`config.mk`:
```
export PLATFORM = sky130hd
export DESIGN_NAME = alu_exec_flat
export DESIGN_NICKNAME = d
export VERILOG_FILES = /design/src/rtl/alu_exec_pkg.sv /design/src/rtl/alu_exec_if.sv /design/src/rtl/alu_core.sv /design/src/rtl/alu_exec.sv /design/src/flat_wrapper.sv
export SDC_FILE = /design/constraint.sdc
export NUM_CORES = 2
export LEC_CHECK = 0
export CAP_MARGIN = 10
export CELL_PAD_IN_SITES_DETAIL_PLACEMENT = 1
export CELL_PAD_IN_SITES_GLOBAL_PLACEMENT = 1
export CORE_UTILIZATION = 35
export CTS_CLUSTER_SIZE = 8
export DETAILED_ROUTE_END_ITERATION = 16
export PLACE_DENSITY = 0.74
export RECOVER_POWER = 100
export SLEW_MARGIN = 5
export SYNTH_ARGS = -nofsm -noshare
export SYNTH_HDL_FRONTEND = slang
export SYNTH_HIERARCHICAL = 1
export SYNTH_SLANG_ARGS = --single-unit
```
`constraint.sdc`:
```
create_clock -name clk -period 6.1 [get_ports clk]
set_input_delay 0.61 -clock clk [delete_from_list [all_inputs] [get_ports clk]]
set_output_delay 0.61 -clock clk [all_outputs]
set_load 0.02 [all_outputs]
```
`src/rtl/alu_exec_pkg.sv`:
```
// alu_exec_pkg: shared widths, opcode constants and the issued-op record
// used by the ALU execute stage and anything else that decodes OpBus.
// No ports; imported with "import alu_exec_pkg::*".
package alu_exec_pkg;

  localparam int DATA_W = 32;  // DataBus width
  localparam int ROB_W  = 4;   // ROBBus width
  localparam int OP_W   = 6;   // OpBus width

  localparam logic True    = 1'b1;
  localparam logic False   = 1'b0;
  localparam logic Enable  = 1'b1;
  localparam logic Disable = 1'b0;

  localparam logic [OP_W-1:0] OP_LUI   = 6'd1;
  localparam logic [OP_W-1:0] OP_AUIPC = 6'd2;
  localparam logic [OP_W-1:0] OP_JAL   = 6'd3;
  localparam logic [OP_W-1:0] OP_JALR  = 6'd4;
  localparam logic [OP_W-1:0] OP_BEQ   = 6'd5;
  localparam logic [OP_W-1:0] OP_BNE   = 6'd6;
  localparam logic [OP_W-1:0] OP_BLT   = 6'd7;
  localparam logic [OP_W-1:0] OP_BGE   = 6'd8;
  localparam logic [OP_W-1:0] OP_BLTU  = 6'd9;
  localparam logic [OP_W-1:0] OP_BGEU  = 6'd10;
  localparam logic [OP_W-1:0] OP_ADDI  = 6'd11;
  localparam logic [OP_W-1:0] OP_SLTI  = 6'd12;
  localparam logic [OP_W-1:0] OP_SLTIU = 6'd13;
  localparam logic [OP_W-1:0] OP_XORI  = 6'd14;
  localparam logic [OP_W-1:0] OP_ORI   = 6'd15;
  localparam logic [OP_W-1:0] OP_ANDI  = 6'd16;
  localparam logic [OP_W-1:0] OP_SLLI  = 6'd17;
  localparam logic [OP_W-1:0] OP_SRLI  = 6'd18;
  localparam logic [OP_W-1:0] OP_SRAI  = 6'd19;
  localparam logic [OP_W-1:0] OP_ADD   = 6'd20;
  localparam logic [OP_W-1:0] OP_SUB   = 6'd21;
  localparam logic [OP_W-1:0] OP_SLL   = 6'd22;
  localparam logic [OP_W-1:0] OP_SLT   = 6'd23;
  localparam logic [OP_W-1:0] OP_SLTU  = 6'd24;
  localparam logic [OP_W-1:0] OP_XOR   = 6'd25;
  localparam logic [OP_W-1:0] OP_SRL   = 6'd26;
  localparam logic [OP_W-1:0] OP_SRA   = 6'd27;
  localparam logic [OP_W-1:0] OP_OR    = 6'd28;
  localparam logic [OP_W-1:0] OP_AND   = 6'd29;

  // One issued op as seen on the ALU_* lines; also the hold-buffer format.
  typedef struct packed {
    logic [OP_W-1:0]   op;
    logic [DATA_W-1:0] vj;
    logic [DATA_W-1:0] vk;
    logic [DATA_W-1:0] a;
    logic [DATA_W-1:0] pc;
    logic [ROB_W-1:0]  tag;
  } issue_t;

endpackage

```
`src/rtl/alu_exec_if.sv`:
```
// alu_exec_if: issue bus from the reservation station (ALU_*) and the
// registered ALU common data bus (CDB_ALU_*).
// master = RS/consumer side (drives ALU_*), slave = execute stage.
interface alu_exec_if;
  import alu_exec_pkg::*;

  logic              ALU_S;
  logic [OP_W-1:0]   ALU_Op;
  logic [DATA_W-1:0] ALU_Vj;
  logic [DATA_W-1:0] ALU_Vk;
  logic [DATA_W-1:0] ALU_A;
  logic [DATA_W-1:0] ALU_pc;
  logic [ROB_W-1:0]  ALU_Reorder;

  logic              CDB_ALU_S;
  logic [ROB_W-1:0]  CDB_ALU_Reorder;
  logic [DATA_W-1:0] CDB_ALU_Value;
  logic              CDB_ALU_Jump;
  logic [DATA_W-1:0] CDB_ALU_Target;

  modport master (
    output ALU_S, ALU_Op, ALU_Vj, ALU_Vk, ALU_A, ALU_pc, ALU_Reorder,
    input  CDB_ALU_S, CDB_ALU_Reorder, CDB_ALU_Value, CDB_ALU_Jump, CDB_ALU_Target
  );

  modport slave (
    input  ALU_S, ALU_Op, ALU_Vj, ALU_Vk, ALU_A, ALU_pc, ALU_Reorder,
    output CDB_ALU_S, CDB_ALU_Reorder, CDB_ALU_Value, CDB_ALU_Jump, CDB_ALU_Target
  );
endinterface

```
`src/rtl/alu_core.sv`:
```
// alu_core: purely combinational integer/branch/jump datapath.
// Ports: op, vj, vk, a (immediate), pc in; value (rd), jump (taken), target out.
// Target is forced to 0 whenever jump is 0, so not-taken branches look like plain ALU ops.
module alu_core
  import alu_exec_pkg::*;
(
  input  logic [OP_W-1:0]   op,
  input  logic [DATA_W-1:0] vj,
  input  logic [DATA_W-1:0] vk,
  input  logic [DATA_W-1:0] a,
  input  logic [DATA_W-1:0] pc,
  output logic [DATA_W-1:0] value,
  output logic              jump,
  output logic [DATA_W-1:0] target
);

  logic [DATA_W-1:0] pc_a;
  logic [DATA_W-1:0] pc_4;
  logic [DATA_W-1:0] jalr_sum;
  logic [4:0]        sh_a;
  logic [4:0]        sh_k;
  logic              eq;
  logic              lt;
  logic              ltu;
  logic [DATA_W-1:0] raw_target;

  assign pc_a     = pc + a;
  assign pc_4     = pc + DATA_W'(4);
  assign jalr_sum = vj + a;
  assign sh_a     = a[4:0];
  assign sh_k     = vk[4:0];
  assign eq       = (vj == vk);
  assign lt       = ($signed(vj) < $signed(vk));
  assign ltu      = (vj < vk);

  always_comb begin
    value      = '0;
    jump       = 1'b0;
    raw_target = '0;
    case (op)
      OP_LUI:   value = a;
      OP_AUIPC: value = pc_a;
      OP_JAL:   begin value = pc_4; jump = 1'b1; raw_target = pc_a; end
      // JALR clears bit 0 of the computed address
      OP_JALR:  begin value = pc_4; jump = 1'b1; raw_target = {jalr_sum[DATA_W-1:1], 1'b0}; end
      OP_BEQ:   begin jump = eq;   raw_target = pc_a; end
      OP_BNE:   begin jump = !eq;  raw_target = pc_a; end
      OP_BLT:   begin jump = lt;   raw_target = pc_a; end
      OP_BGE:   begin jump = !lt;  raw_target = pc_a; end
      OP_BLTU:  begin jump = ltu;  raw_target = pc_a; end
      OP_BGEU:  begin jump = !ltu; raw_target = pc_a; end
      OP_ADDI:  value = jalr_sum;
      OP_SLTI:  value = {{(DATA_W-1){1'b0}}, ($signed(vj) < $signed(a))};
      OP_SLTIU: value = {{(DATA_W-1){1'b0}}, (vj < a)};
      OP_XORI:  value = vj ^ a;
      OP_ORI:   value = vj | a;
      OP_ANDI:  value = vj & a;
      OP_SLLI:  value = vj << sh_a;
      OP_SRLI:  value = vj >> sh_a;
      OP_SRAI:  value = $unsigned($signed(vj) >>> sh_a);
      OP_ADD:   value = vj + vk;
      OP_SUB:   value = vj - vk;
      OP_SLL:   value = vj << sh_k;
      OP_SLT:   value = {{(DATA_W-1){1'b0}}, lt};
      OP_SLTU:  value = {{(DATA_W-1){1'b0}}, ltu};
      OP_XOR:   value = vj ^ vk;
      OP_SRL:   value = vj >> sh_k;
      OP_SRA:   value = $unsigned($signed(vj) >>> sh_k);
      OP_OR:    value = vj | vk;
      OP_AND:   value = vj & vk;
      default:  ;
    endcase
  end

  assign target = jump ? raw_target : '0;

endmodule

```
`src/rtl/alu_exec.sv`:
```
// alu_exec: execute stage behind the RS; one op in, one registered CDB result out per cycle.
// Ports: clk, rst (sync, active-high), rdy (global stall when low), clr (flush), bus (alu_exec_if.slave).
// Latency 1 edge; an op arriving while rdy is low parks in a one-entry hold buffer.
// Optional macro ALU_EXEC_PERF_EN adds perf_ops / perf_taken result counters.
module alu_exec
  import alu_exec_pkg::*;
(
  input  logic       clk,
  input  logic       rst,
  input  logic       rdy,
  input  logic       clr,
  alu_exec_if.slave  bus
`ifdef ALU_EXEC_PERF_EN
  ,
  output logic [31:0] perf_ops,
  output logic [31:0] perf_taken
`endif
);

  issue_t            live;
  issue_t            hold;
  issue_t            src;
  logic              hold_vld;
  logic              fire;

  logic [DATA_W-1:0] c_value;
  logic              c_jump;
  logic [DATA_W-1:0] c_target;

  logic              cdb_s;
  logic [ROB_W-1:0]  cdb_tag;
  logic [DATA_W-1:0] cdb_value;
  logic              cdb_jump;
  logic [DATA_W-1:0] cdb_target;

  always_comb begin
    live     = '0;
    live.op  = bus.ALU_Op;
    live.vj  = bus.ALU_Vj;
    live.vk  = bus.ALU_Vk;
    live.a   = bus.ALU_A;
    live.pc  = bus.ALU_pc;
    live.tag = bus.ALU_Reorder;
  end

  // A parked op always wins; the RS holds off issuing while it is parked.
  assign src  = hold_vld ? hold : live;
  assign fire = rdy && !clr && (hold_vld || bus.ALU_S);

  alu_core u_core (
    .op     (src.op),
    .vj     (src.vj),
    .vk     (src.vk),
    .a      (src.a),
    .pc     (src.pc),
    .value  (c_value),
    .jump   (c_jump),
    .target (c_target)
  );

  always_ff @(posedge clk) begin
    if (rst) begin
      cdb_s      <= 1'b0;
      cdb_tag    <= '0;
      cdb_value  <= '0;
      cdb_jump   <= 1'b0;
      cdb_target <= '0;
      hold_vld   <= 1'b0;
      hold       <= '0;
    end else if (clr) begin
      // Flush only kills validity; payload registers keep their last values.
      cdb_s    <= 1'b0;
      hold_vld <= 1'b0;
    end else if (!rdy) begin
      // Outputs frozen; a second op while already parked is dropped.
      if (bus.ALU_S && !hold_vld) begin
        hold     <= live;
        hold_vld <= 1'b1;
      end
    end else begin
      cdb_s    <= hold_vld || bus.ALU_S;
      hold_vld <= 1'b0;
      if (fire) begin
        cdb_tag    <= src.tag;
        cdb_value  <= c_value;
        cdb_jump   <= c_jump;
        cdb_target <= c_target;
      end
    end
  end

`ifdef ALU_EXEC_PERF_EN
  always_ff @(posedge clk) begin
    if (rst) begin
      perf_ops   <= '0;
      perf_taken <= '0;
    end else if (fire) begin
      perf_ops <= perf_ops + 32'd1;
      if (c_jump) perf_taken <= perf_taken + 32'd1;
    end
  end
`endif

  assign bus.CDB_ALU_S       = cdb_s;
  assign bus.CDB_ALU_Reorder = cdb_tag;
  assign bus.CDB_ALU_Value   = cdb_value;
  assign bus.CDB_ALU_Jump    = cdb_jump;
  assign bus.CDB_ALU_Target  = cdb_target;

endmodule
```
`src/flat_wrapper.sv`:
```
// flat-port wrapper written by rule: the top's interface ports become plain ports
module alu_exec_flat import alu_exec_pkg::*;
  (clk, rst, rdy, clr, bus_ALU_S, bus_ALU_Op, bus_ALU_Vj, bus_ALU_Vk, bus_ALU_A, bus_ALU_pc, bus_ALU_Reorder, bus_CDB_ALU_S, bus_CDB_ALU_Reorder, bus_CDB_ALU_Value, bus_CDB_ALU_Jump, bus_CDB_ALU_Target);
  alu_exec_if bus_i ();
  input  logic clk;
  input  logic rst;
  input  logic rdy;
  input  logic clr;
  input wire logic [$bits(bus_i.ALU_S)-1:0] bus_ALU_S;
  input wire logic [$bits(bus_i.ALU_Op)-1:0] bus_ALU_Op;
  input wire logic [$bits(bus_i.ALU_Vj)-1:0] bus_ALU_Vj;
  input wire logic [$bits(bus_i.ALU_Vk)-1:0] bus_ALU_Vk;
  input wire logic [$bits(bus_i.ALU_A)-1:0] bus_ALU_A;
  input wire logic [$bits(bus_i.ALU_pc)-1:0] bus_ALU_pc;
  input wire logic [$bits(bus_i.ALU_Reorder)-1:0] bus_ALU_Reorder;
  output wire logic [$bits(bus_i.CDB_ALU_S)-1:0] bus_CDB_ALU_S;
  output wire logic [$bits(bus_i.CDB_ALU_Reorder)-1:0] bus_CDB_ALU_Reorder;
  output wire logic [$bits(bus_i.CDB_ALU_Value)-1:0] bus_CDB_ALU_Value;
  output wire logic [$bits(bus_i.CDB_ALU_Jump)-1:0] bus_CDB_ALU_Jump;
  output wire logic [$bits(bus_i.CDB_ALU_Target)-1:0] bus_CDB_ALU_Target;
  assign bus_i.ALU_S = bus_ALU_S;
  assign bus_i.ALU_Op = bus_ALU_Op;
  assign bus_i.ALU_Vj = bus_ALU_Vj;
  assign bus_i.ALU_Vk = bus_ALU_Vk;
  assign bus_i.ALU_A = bus_ALU_A;
  assign bus_i.ALU_pc = bus_ALU_pc;
  assign bus_i.ALU_Reorder = bus_ALU_Reorder;
  assign bus_CDB_ALU_S = bus_i.CDB_ALU_S;
  assign bus_CDB_ALU_Reorder = bus_i.CDB_ALU_Reorder;
  assign bus_CDB_ALU_Value = bus_i.CDB_ALU_Value;
  assign bus_CDB_ALU_Jump = bus_i.CDB_ALU_Jump;
  assign bus_CDB_ALU_Target = bus_i.CDB_ALU_Target;
  alu_exec u_core (.clk(clk), .rst(rst), .rdy(rdy), .clr(clr), .bus(bus_i));
endmodule
```
==> impl.org <==
** Synthesis
- Xor and xnor area share after synthesis :: 4.33%
- Among all flip-flop cells after synthesis, the most frequent one is dfxtp_1.
- By area, the combinational part of the netlist is dominated by compound AO/OA/AOI/OAI gates.
- Ranking of synthesized cells by instance count :: 571 x nand2_1, 408 x a21oi_1, 252 x nor2_1, 219 x o21ai_0, 209 x dfxtp_1
- Post-Synth Adder-Cell Area :: between 7 and 8%
- Async S/R FF share, synth :: 0%
- Post-Synthesis Cells :: about 3800
- Of the post-synthesis cell area, the dominant cell type holds ~16%.
- Warnings, synthesis :: 6
- After Yosys synthesis, and, or, nand and nor cells account for a little over a fifth of the synthesized area.
- Syn Nets :: approximately 4100
- Most common cell in the synthesized netlist :: nand2_1
- Portion of the post-synthesis area used by sequential elements :: roughly 16%
- A synthesized cell averages ~7 um2.
- Multiplexer cells account for between 10% and 20% of the synthesized area.
- The largest total area in the synthesized netlist belongs to dfxtp_1.
- By area the synthesized netlist is led by dfxtp_1 16%, nand2_1 8.0%, a21oi_1 7.6%, ha_1 7.4%, mux2_2 6.9%.
- Summing the areas of all compound-gate instances in the mapped netlist gives ~28% of the synthesized area.
- Cell variety after synth :: between 100 and 150
- Yosys mapped a number of flops with a built-in enable equal to 0.
- Counting flops and latches in the post-synthesis netlist gives 209.
- The synthesized netlist occupies a cell area of between 20000 and 30000 um2.

** Finish
- Fraction of final layout cells sized beyond drive strength 1 :: about an eighth
- Inserted Diodes :: 0
- Total Nets Final :: between 4000 and 5000
- Post-route core utilization :: 41.5%
- Final standard cell area without fillers :: 31100 um2
- Area grow syn2layout :: 16.5%

** Timing
- The final critical path takes up between 90 and 100% of the cycle.
- FMAX :: 175 MHz
- The smallest clock period supported by the final layout is computed as about 5.7 ns.
- Hold violation total from the final report :: 0
- Setup repair after global routing left no endpoint under its margin.
- For the final database, setup skew stands at roughly 0.012 ns.
- Setup violations remaining at the end of the flow were counted as 0.
- In the final timing run, aggregate negative setup slack is 0 ns.
- The number of max-slew violations in the final report is between 100 and 150.
- Actual transition at the worst max-transition pin :: 3.40 ns
- Headroom to the max-slew limit came out at -126%.

** Clock tree
- For this design, the sink count on the clock tree is between 200 and 250.
- CTS hold repair buffers :: 0
- Clock latency on the worst-skew pair :: roughly 0.60 ns
- Clock tree root buffer cell :: clkbuf_16
- After clock tree synthesis, the clock-pin slew on the worst setup and hold paths is approximately 0.050 ns.
- Once the clock tree was built, the resizer swapped 0 gates to a different size.
- The longest clock path from root to sink contains 3 buffers.
- CTS built an H-tree with a depth of 1.
- CTS buffer count :: 30
- TritonCTS built the clock tree.
- Setup Fix Bufs, Post-CTS :: 0

** Route
- After detailed routing, the total wire length is roughly 150000 um.
- Detailed routing placed a total of about 13000 um of wire on met3.
- Post-route met1 wirelength :: around 62000 um
- The first detailed-routing pass ran for 7 iterations.
- In the routed design, unresolved DRC markers number 0.
- Count of routing violations after the opening detailed-route iteration :: around 3500
- Total vias in the final route :: approximately 31000
- Vias/cell :: between 6 and 7
- Post-route ant nets :: 0
- In this run the top signal layer used is met5.
- Routed length per instance :: 31.2 um
- Met2 wirelength from detailed routing :: around 65000 um

** Critical path
- The worst register-to-register path has a depth of 13.
- Slowest cell on the critical path :: a21oi_2
- Crit Path Class :: reg -> reg
- STA classifies the critical path endpoint as a register.
- Data on the critical path is required at its endpoint by 6.56 ns.
- In this run the critical register-to-register path is launched from u_core/hold_vld.
- Worst path most repeated cell :: mux2i_1
- Data arrival time of the critical path :: about 6.2 ns
- Maximum fanout along the worst path :: 23
- Worst stage delay on the critical path :: 1.00 ns
- Worst setup SP type :: register
- Reg-to-reg endpoint :: u_core/bus.CDB_ALU_Value[10]
- Register-to-register setup slack :: 0.37 ns
- The critical path goes through mux2_2 > and4bb_1 > nand2_1 > a21oi_2 > mux2i_1 > mux2i_1 > a2bb2oi_1 > o221ai_1 > a2111oi_0 > buf_4 > o21ai_1 > nand3_1 > a21oi_1.

** Pwr
- Total Power :: ~6 mW
- Power spread over the standard cell area amounts to ~190 nW/um2.
- Leakage :: roughly 12 nW
- Max rail drop VDD :: 0.000215 V

** Placed design
- Last weighted congestion value of the routability-driven placer :: between 1 and 1.5
- Once placement finished, the instance area stood at around 30000 um2.
- Detailed Place HPWL :: roughly 120000 um
- The count of buffers added on input and output ports is roughly 210.

** Die
- The total area inside the core boundary comes to ~75000 um2.
- Starting density of the core :: between 30% and 40%
- The die covers slightly below 80000 um2.
- Die height :: roughly 280 um
- Number of placed I/O pins :: around 210
- Measured along the x axis, the die boundary spans ~280 um.
- Row count :: 100

** Outcome
- The final reports fail on max-capacitance violations, max-slew violations.
- The run finished, with violations left.

** Global route
- The first global-routing pass estimated about 220000 um of wire.
- Grt total ovfl :: 0
- The number of antenna violations at the first check in global routing is 4.
- Global routing used 37.8% of the available tracks across all layers.
- Number of global-route vias before repair :: between 30000 and 40000
- Entering global routing, the biggest net connects 139 pins.

** Min path
- Beginning of the worst hold path :: u_core/hold[60]
- The worst hold path belongs to the class reg -> reg.
- Counting instances, the worst hold path has a depth of 2.
- For hold timing, the worst endpoint is u_core/hold[60].

** Flow run
- Maxcap violations :: 2
## per-stage QoR
step                instances  setup WS [ns]  hold WS [ns]
floorplan                3758           1.74         0.433
global placement         4825          0.681         0.438
detailed placement       4825          0.503         0.445
CTS                      4859          0.745         0.453
global route             4859          0.226         0.466
finish                   4859          0.372         0.449
## cells in the final DEF, fill, tap and decap left out, drive strengths merged, types with 34 or more instances in the layout
cell type        n
o211ai          42
nand4           34
clkdlybuf4s50  141
clkbuf          42
nor3            74
nand3          161
inv            143
a21o            42
buf            189
ha             158
dfxtp          209
nand2          572
a22oi           66
mux2           164
mux2i          170
a211oi          44
nor2           256
a21oi          412
xnor2          102
o21ai          231
dlygate4sd3     70
## cell families after synthesis
kind of cell,Yosys count
AND/OR/NAND/NOR,1279
AO/OA/AOI/OAI,1163
buffers and inverters,455
multiplexers,358
flip-flops,209
adder cells (fa/ha/maj),162
XOR/XNOR,132
## critical path: cells and delay by family (launching register included)
kind	cells	cell delay, ns
AND/OR/NAND/NOR	3	1.08
buffers and inverters	1	0.22
multiplexers	3	1.05
flip-flops	1	0.63
AO/OA/AOI/OAI	6	2.56
## per-layer routing
metal	vias to the layer above	track usage (%)
met5	-	0
met4	2	24.2
met3	434	7.97
met2	1515	58.3
met1	15500	47.6
li1	13900	-
## worst max-delay path by stage
stage | from | endpoint | slack, ns | cells past startpoint
after global placement | bus_ALU_Op[0] | u_core/bus.CDB_ALU_Value[10] | 0.68 | 14
after floorplan | u_core/hold_vld | u_core/bus.CDB_ALU_Value[30] | 1.74 | 19
after global routing | u_core/hold_vld | u_core/bus.CDB_ALU_Target[15] | 0.23 | 18
after detailed placement | bus_ALU_Op[0] | u_core/bus.CDB_ALU_Value[10] | 0.50 | 14
after CTS | u_core/hold_vld | u_core/bus.CDB_ALU_Target[11] | 0.75 | 18
final | u_core/hold_vld | u_core/bus.CDB_ALU_Value[10] | 0.37 | 13
## flip-flops by register name (all words and copies together) (netlist names)
register / cells
u_core/bus.CDB_ALU_Jump: 1
u_core/bus.CDB_ALU_Reorder: 4
u_core/bus.CDB_ALU_S: 1
u_core/bus.CDB_ALU_Target: 32
u_core/bus.CDB_ALU_Value: 32
u_core/hold: 138
u_core/hold_vld: 1
## power breakdown
part	total, mW	switching (mW)	internal, mW
logic	2.85	1.88	0.965
registers	1.43	0.0224	1.41
clock network	1.56	0.648	0.911
total	5.84	2.55	3.28
## layout make-up
cell class | count | area (um2)
flip-flops and latches | 209 | 4190
inverters | 143 | 537
well taps | 969 | 1210
multi-input cells | 3094 | 20700
clock buffers | 32 | 768
repair buffers | 410 | 3710
clock inverters | 2 | 46.3
fillers | 9321 | 43800
(Power assumes the default switching activity.)
